[src/rtl/rs_enc_204_188.sv]
// rtl/rs_enc_204_188.sv - systematic RS(204,188) encoder over GF(2^8), one byte per CE slot
module rs_enc_204_188 #(
   parameter int         N       = 204,
   parameter int         K       = 188,
   parameter logic [8:0] GF_POLY = 9'h11D,
   parameter int         FCR     = 0
) (
   input  logic       clk,
   input  logic       reset,
   input  logic       CE,
   input  logic [7:0] input_byte,
   output logic       Data_req,
   output logic [7:0] Out_byte,
   output logic       CEO,
   output logic       Valid_out,
   output logic       Parity_out
);

   localparam int NPAR = N - K;

   // Shift-and-add GF(2^8) multiply; with one operand constant it folds to an XOR tree.
   function automatic logic [7:0] gf_mul(input logic [7:0] a, input logic [7:0] b);
      logic [7:0] acc;
      logic [7:0] sh;
      acc = 8'h00;
      sh  = a;
      for (int i = 0; i < 8; i++) begin
         if (b[i]) acc = acc ^ sh;
         sh = sh[7] ? ({sh[6:0], 1'b0} ^ GF_POLY[7:0]) : {sh[6:0], 1'b0};
      end
      return acc;
   endfunction

   // alpha^e with alpha = 2
   function automatic logic [7:0] gf_alpha_pow(input int e);
      logic [7:0] r;
      r = 8'h01;
      for (int i = 0; i < e; i++) r = gf_mul(r, 8'h02);
      return r;
   endfunction

   // g(x) = prod (x - a^(FCR+i)); returns g0..g(NPAR-1) packed, g0 in the low byte.
   // The leading coefficient is 1 and is implicit in the LFSR.
   function automatic logic [NPAR*8-1:0] gen_poly();
      logic [NPAR:0][7:0]   c;
      logic [7:0]           r;
      logic [NPAR*8-1:0]    g;
      c    = '0;
      c[0] = 8'h01;
      for (int i = 0; i < NPAR; i++) begin
         r = gf_alpha_pow(FCR + i);
         for (int j = NPAR; j >= 1; j--) c[j] = c[j-1] ^ gf_mul(c[j], r);
         c[0] = gf_mul(c[0], r);
      end
      g = '0;
      for (int j = 0; j < NPAR; j++) g[8*j +: 8] = c[j];
      return g;
   endfunction

   localparam logic [NPAR*8-1:0] G = gen_poly();

   logic [7:0]            slot_q, slot_d;
   logic [NPAR-1:0][7:0]  p_q, p_d;
   logic [7:0]            out_byte_q, out_byte_d;
   logic                  ceo_q, ceo_d;
   logic                  valid_q, valid_d;
   logic                  parity_q, parity_d;
   logic                  msg_slot;
   logic [7:0]            fb;

   assign msg_slot = (slot_q < 8'(K));
   assign fb       = input_byte ^ p_q[NPAR-1];

   assign Data_req   = msg_slot;
   assign Out_byte   = out_byte_q;
   assign CEO        = ceo_q;
   assign Valid_out  = valid_q;
   assign Parity_out = parity_q;

   // Next state: message slots run the division LFSR, parity slots shift the remainder out.
   always_comb begin
      slot_d     = slot_q;
      p_d        = p_q;
      out_byte_d = out_byte_q;
      valid_d    = valid_q;
      parity_d   = parity_q;
      ceo_d      = 1'b0;
      if (CE) begin
         ceo_d   = 1'b1;
         valid_d = 1'b1;
         slot_d  = (slot_q == 8'(N - 1)) ? 8'd0 : slot_q + 8'd1;
         if (msg_slot) begin
            out_byte_d = input_byte;
            parity_d   = 1'b0;
            p_d[0]     = gf_mul(fb, G[7:0]);
            for (int i = 1; i < NPAR; i++) p_d[i] = p_q[i-1] ^ gf_mul(fb, G[8*i +: 8]);
         end else begin
            out_byte_d = p_q[NPAR-1];
            parity_d   = 1'b1;
            p_d[0]     = 8'h00;
            for (int i = 1; i < NPAR; i++) p_d[i] = p_q[i-1];
         end
      end
   end

   // State and registered outputs; async reset abandons any partial codeword.
   always_ff @(posedge clk or posedge reset) begin
      if (reset) begin
         slot_q     <= 8'd0;
         p_q        <= '0;
         out_byte_q <= 8'h00;
         ceo_q      <= 1'b0;
         valid_q    <= 1'b0;
         parity_q   <= 1'b0;
      end else begin
         slot_q     <= slot_d;
         p_q        <= p_d;
         out_byte_q <= out_byte_d;
         ceo_q      <= ceo_d;
         valid_q    <= valid_d;
         parity_q   <= parity_d;
      end
   end

endmodule

[config.mk]
export PLATFORM = sky130hd
export DESIGN_NAME = rs_enc_204_188
export DESIGN_NICKNAME = d
export VERILOG_FILES = /design/src/rtl/rs_enc_204_188.sv
export SDC_FILE = /design/constraint.sdc
export NUM_CORES = 1
export LEC_CHECK = 0
export ABC_AREA = 0
export BUFFER_PORTS_ARGS = -buffer_cell sky130_fd_sc_hd__buf_2
export CAP_MARGIN = 15
export CORE_AREA = 2 2 155 127
export DETAILED_ROUTE_END_ITERATION = 10
export DIE_AREA = 0 0 157 129
export HOLD_SLACK_MARGIN = 0.08
export PLACE_DENSITY = 0.66
export SYNTH_ARGS = -nofsm -noshare
export SYNTH_HDL_FRONTEND = slang
export SYNTH_SLANG_ARGS = --single-unit
[constraint.sdc]
create_clock -name clk -period 6.2 [get_ports clk]
set_clock_uncertainty 0.1 [all_clocks]
set_input_delay 0.93 -clock clk [delete_from_list [all_inputs] [get_ports clk]]
set_output_delay 0.93 -clock clk [all_outputs]
set_load 0.05 [all_outputs]
==> reports/metrics.csv, run 1 <==
stage,metric,value,unit
timing,endpoints failing setup,0,
route,via count,5763,
global_route,initial antenna violation count,0,
clocking,CTS Root Cell,clkbuf_16,
yosys,syn avg cell area,10.0,sq um
setup_path,CP max stage cell,dfrtp_1,
yosys,combinational family with the most area after synthesis,XOR/XNOR gates,
layout,area delta synth->final,10.4,%
yosys,Mapped Cells,868,
route,DRT iter0 DRCs,464,
die,I/O Pins,23,
timing,TNS Setup,0,ps
setup_path,CP startpoint,slot_q[4],
setup_path,RR Startpoint,slot_q[4],
timing,worst slew pin tran,925,ps
clocking,TritonCTS Buffers,17,
status,outcome,"complete, no violations",
die,Core Box Area,18600,sq um
yosys,number of flops mapped to enable cells by yosys,0,
place,worst slack at placement,2790,ps
global_route,global-route wire length before repair,31100,um
yosys,async set-reset flop share out of synthesis,100,%
setup_path,required time worst endpoint,5170,ps
route,remaining antenna violation count,0,
route,Vias/cell,5.08,
global_route,global-route usage over all layers,20.3,%
setup_path,CP peak stage delay,410,ps
place,number of port buffers,22,
clocking,clock latency on the worst-skew pair,430,ps
hold_path,min-delay worst type,register to register,
place,placed inst area,8990,sq um
yosys,Synth Area in Simple Gates,12.3,%
setup_path,crit start category,register,
route,Initial DRT Pass Iterations,5,
timing,f_max,325,MHz
layout,Final Cell Area,9590,sq um
setup_path,crit path max fanout,39,
timing,fin crit share,49.7,%
die,initial cell density of the core,46.6,%
yosys,synth top area cells,"dfrtp_1 (42%), xnor3_1 (9.3%), xor2_1 (9.3%), xnor2_1 (8.9%), nor2_1 (7.7%)",
yosys,yosys synthesis warning count,0,
clocking,post_cts resized,0,
die,Die H,129,um
hold_path,Hold Startpoint,Valid_out,
route,Routed WL,19300,um
yosys,"Seq/Total Area, Yosys",42.4,%
die,# rows,45,
clocking,clock sink total,147,
timing,minimum clock period,3080,ps
hold_path,Min-Delay Path Depth,1,
global_route,number of global-route vias before repair,5474,
global_route,GR Overflow Total,0,
setup_path,worst reg2reg path depth,9,
yosys,post-synthesis compound-gate area fraction,8.63,%
setup_path,cells along the critical path,"and3_1, a21o_1, and2_2, buf_4, inv_2, buf_2",
layout,final net count,876,
yosys,Yosys top cell by area,dfrtp_1,
timing,Final Hold Viols,0,
place,hpwl dp,12400,um
timing,unrepaired setup endpoints after global routing,no,
clocking,clock transition at the registers of the reported paths,60,ps
yosys,post-synthesis mux area share,0.893,%
clocking,setup bufs post-CTS,0,
yosys,post-synthesis adder-cell area fraction,0.144,%
yosys,post-synthesis cell type count,39,
clocking,hold buffers post-CTS,0,
route,wire length per cell,17.0,um
setup_path,kind of critical path,register to primary output,
yosys,"Cell Area, Synth",8680,sq um
timing,final worst slack,3120,ps
clocking,CTS tree,yes,
clocking,CTS H-tree lvls,4,
setup_path,WP data arrival,2050,ps
place,Routability Congestion,0.842,
yosys,area share of xor/xnor cells in the synthesized design,32.6,%
yosys,"Primary FF master, synth",dfrtp_1,
yosys,syn_nets,880,
timing,Slew HR,38.0,%
yosys,top cell type's share of synthesized area,42.4,%
layout,layout cell share with drive strength beyond 1,11.0,%
clocking,CTS max path bufs,2,
setup_path,crit path capture type,primary output,
die,die area,20300,sq um
timing,Slew Limit Fails,0,
flow_run,Max-Cap Viols,0,
die,Die W,157,um
yosys,#FFs+latches synth,147,
route,DRC viols,0,
global_route,largest net degree at the start of global routing,110,
layout,ANT cells,0,
## metrics by stage
step           util, %  hold WS, ps  std cells
2_1_floorplan        -          352        868
3_3_place_gp      48.2          348       1103
3_5_place_dp      48.2          358       1103
5_1_grt           51.4          404       1134
4_1_cts           51.4          374       1134
6_report          51.4          373       1134
## final cells by class
class / instances / area, sq um
Tap cell: 258 / 323
Timing Repair Buffer: 33 / 201
Multi-Input combinational cell: 655 / 4740
Fill cell: 1656 / 9050
Inverter: 10 / 42.5
Clock inverter: 13 / 160
Clock buffer: 18 / 439
Sequential cell: 147 / 3680
## routing by layer
metal / GRT usage [%] / up-vias / share of wire [%]
met4: 6.42 / 0 / 1.8
met3: 4.72 / 29 / 5.3
li1: - / 2821 / -
met2: 28.9 / 150 / 43
met5: 0 / - / 0
met1: 30.7 / 2763 / 50
## critical path, delay by kind of cell, from the launching register on
family	cells	cell delay (ps)
AOI/OAI and AO/OA	1	170
buffers and inverters	3	620
DFF	1	410
and+or+nand+nor	2	400
## final timing paths
path / to / slack, ps
min in group asynchronous: p_q[3] / 580
max in group asynchronous: p_q[14] / 4140
worst min register to register: Valid_out / 370
worst max-delay path: Data_req / 3120
worst max register to register: p_q[116] / 3310
worst min-delay path: Valid_out / 370
## state kept, by name (all words and copies together) (netlist names)
signal and flops:
CEO 1, Out_byte 8, Parity_out 1, Valid_out 1, p_q 128, slot_q 8
## cells in the mapped netlist, types with 2 or more instances
master,instances
xnor2_1,88
xnor3_1,36
nand3_1,7
clkbuf_1,44
buf_1,2
dfrtp_1,147
xor2_1,92
nor2_1,179
nor4b_1,2
or3_1,7
xnor3_2,2
inv_1,10
nand2_1,58
xnor2_4,5
buf_2,8
mux2_2,5
or2_2,3
o21ai_0,13
a31oi_1,15
a21oi_1,112
xnor2_2,12
buf_4,2
nand4_1,3
## cells in the final DEF, fill, tap and decap left out, types with 3 or more instances in the layout
master,count
a31oi_1,15
xor2_1,92
o21ai_0,13
a21oi_1,112
clkinv_2,4
xnor2_2,12
or2_2,3
nor2_1,179
bufinv_16,3
nand2_1,58
or3_1,7
buf_2,21
buf_4,11
clkbuf_16,17
nand3_1,7
xnor3_1,36
clkinv_4,3
xnor2_1,88
mux2_2,5
dfrtp_1,147
xnor2_4,5
nand4_1,3
inv_1,8
## cell families (layout without fill, tap and decap cells)
family / Yosys count / in the layout
and+or+nand+nor: 265 / 265
xor gates and xnor gates: 238 / 238
DFF: 147 / 147
AOI/OAI and AO/OA: 144 / 144
buffers and inverters: 66 / 74
muxes: 7 / 7
adders and majority gates: 1 / 1
Power of run 1 is not shown: default switching activity piles up to over one toggle a cycle in this logic, so the estimate is an artifact.
==> inputs of run 2 (changes only) <==
Settings changed: PLACE_DENSITY 0.66 to 0.69.
Clock period 6.2 ns to 2.5 ns, I/O delays scaled along.
==> run 2 against run 1 <==
Net effect: cell area up 6.8%; first-iteration DRC count rose by 8.0%; routed wire length rose by 8.0%; core utilization grew 3.5 points; critical endpoint unchanged; highest routed layer unchanged.
==> reports/metrics.csv, run 2 (synthesized netlist as in run 1, its figures left out) <==
stage,metric,value,unit,change
status,outcome,"complete, no violations",,
setup_path,crit path capture type,primary output,,
timing,fin crit share,96.9,%,
die,# rows,45,,unchanged
clocking,clock sink total,147,,unchanged
route,Routed WL,20800,um,+8.0%
route,Vias/cell,5.15,,+1.4%
global_route,initial antenna violation count,0,,unchanged
layout,Reg with most FFs,p_q,,
setup_path,kind of critical path,register to primary output,,
setup_path,worst reg2reg path depth,7,,-2
global_route,number of global-route vias before repair,6052,,+11%
layout,area delta synth->final,17.9,%,
layout,"leading cell type in the layout, fill and taps excluded",nor2_1,,
route,wire length per cell,17.6,um,+3.6%
global_route,routing usage on met3,4.75,%,+0.034 points
layout,most frequent cells in the layout,"nor2_1 (179), dfrtp_1 (147), a21oi_1 (112)",,
timing,Final Hold Viols,0,,unchanged
timing,f_max,413,MHz,
layout,Largest register FFs,128,,unchanged
die,die area,20300,sq um,unchanged
timing,worst slew pin tran,819,ps,-106 ps
setup_path,WP data arrival,1950,ps,-100 ps
setup_path,CP startpoint,slot_q[4],,
die,Die H,129,um,unchanged
setup_path,required time worst endpoint,2030,ps,-3140 ps
setup_path,Bufs and invs on worst path,3,,unchanged
global_route,global-route usage over all layers,22.3,%,+2.0 points
setup_path,CP Capture Point,Data_req,,
place,placed inst area,9450,sq um,+5.1%
route,DRT iter0 DRCs,501,,+8.0%
layout,ANT cells,0,,unchanged
global_route,global-route wire length before repair,34000,um,+9.5%
die,initial cell density of the core,46.6,%,unchanged
place,number of port buffers,22,,unchanged
setup_path,crit path max fanout,12,,-69%
route,remaining antenna violation count,0,,unchanged
setup_path,CP max stage cell,dfrtp_1,,
layout,final net count,925,,+5.6%
setup_path,critical path depth,6,,unchanged
layout,layout cell share with drive strength beyond 1,16.0,%,+5.0 points
die,I/O Pins,23,,unchanged
setup_path,RR Startpoint,p_q[121],,
die,Core Box Area,18600,sq um,unchanged
global_route,largest net degree at the start of global routing,87,,-21%
global_route,GRT met1 Usage,32.1,%,+1.4 points
route,DRC viols,0,,unchanged
setup_path,cells along the critical path,"and3_4, a21o_1, and2_2, clkinvlp_4, buf_12, buf_8",,
hold_path,min-delay worst type,input pin to register,,
die,Die W,157,um,unchanged
layout,Final Cell Area,10200,sq um,+6.8%
clocking,CTS Root Cell,clkbuf_16,,
timing,minimum clock period,2420,ps,
setup_path,FF-to-FF setup slack,90,ps,-3220 ps
clocking,TritonCTS Buffers,17,,unchanged
global_route,GR Overflow Total,0,,unchanged
place,hpwl dp,13700,um,+10%
setup_path,crit start category,register,,
setup_path,Crit path max-delay family,buffers and inverters,,
clocking,clock latency on the worst-skew pair,430,ps,about the same
route,Initial DRT Pass Iterations,5,,unchanged
global_route,met2 Use GR,34.6,%,+5.7 points
clocking,clock transition at the registers of the reported paths,60,ps,about the same
timing,Slew HR,44.6,%,+6.6 points
flow_run,Max-Cap Viols,0,,unchanged
place,Routability Congestion,0.843,,+0.20%
clocking,CTS max path bufs,2,,unchanged
setup_path,RR Endpoint,p_q[83],,
global_route,gr busiest metal,met2,,
route,via count,6096,,+5.8%
clocking,CTS tree,yes,,
timing,Slew Limit Fails,0,,unchanged
clocking,CTS H-tree lvls,4,,unchanged
setup_path,CP peak stage delay,420,ps,about the same
timing,endpoints failing setup,0,,unchanged
## run 2: layer usage
layer / up-vias / share of wire (%)
met5: - / 0
met4: 0 / 1.2
met3: 19 / 6.8
met2: 178 / 46
met1: 2983 / 46
li1: 2916 / -
## run 2: how the worst min path moves through the flow
stage	slack, ps	cells past startpoint	end	from
global route	140	3	Out_byte[7]	input_byte[7]
detailed placement	360	1	Valid_out	Valid_out
finish	130	3	Out_byte[7]	input_byte[7]
global placement	350	1	Valid_out	Valid_out
floorplan	310	0	CEO	CE
CTS	120	3	Out_byte[7]	input_byte[7]
## run 2: worst min-delay path: cells and delay by family
family | cells | cell delay (ps)
simple gates | 1 | 50
compound gates | 1 | 70
buf+inv | 1 | 120
## run 2: repair_timing
item,CTS,global route
pin swaps,0,1
endpoints found under the hold margin,147,0
setup buffers,0,1
resized for setup,2,7
setup endpoints to repair,1,5
hold buffers,1,0
cloned,2,0
## run 2: cell type report
cell class | count | area (sq um)
repair buffers | 82 | 757
fillers | 1594 | 8400
well taps | 258 | 323
multi-input cells | 655 | 4770
flip-flops and latches | 147 | 3680
inverters | 10 | 45.0
clock inverters | 14 | 235
clock buffers | 17 | 425
## run 2: through the flow
stage	instances	utilization [%]	TNS [ps]	hold slack [ps]	setup WS (ps)
2_1_floorplan	868	-	0	306	74.3
6_report	1183	54.9	0	133	78.5
3_3_place_gp	1148	50.7	0	349	50.1
4_1_cts	1182	54.7	0	124	15.0
5_1_grt	1183	54.9	-7.40	142	-7.40
3_5_place_dp	1148	50.7	0	362	9.82
Power of run 2 is left out for the same reason.
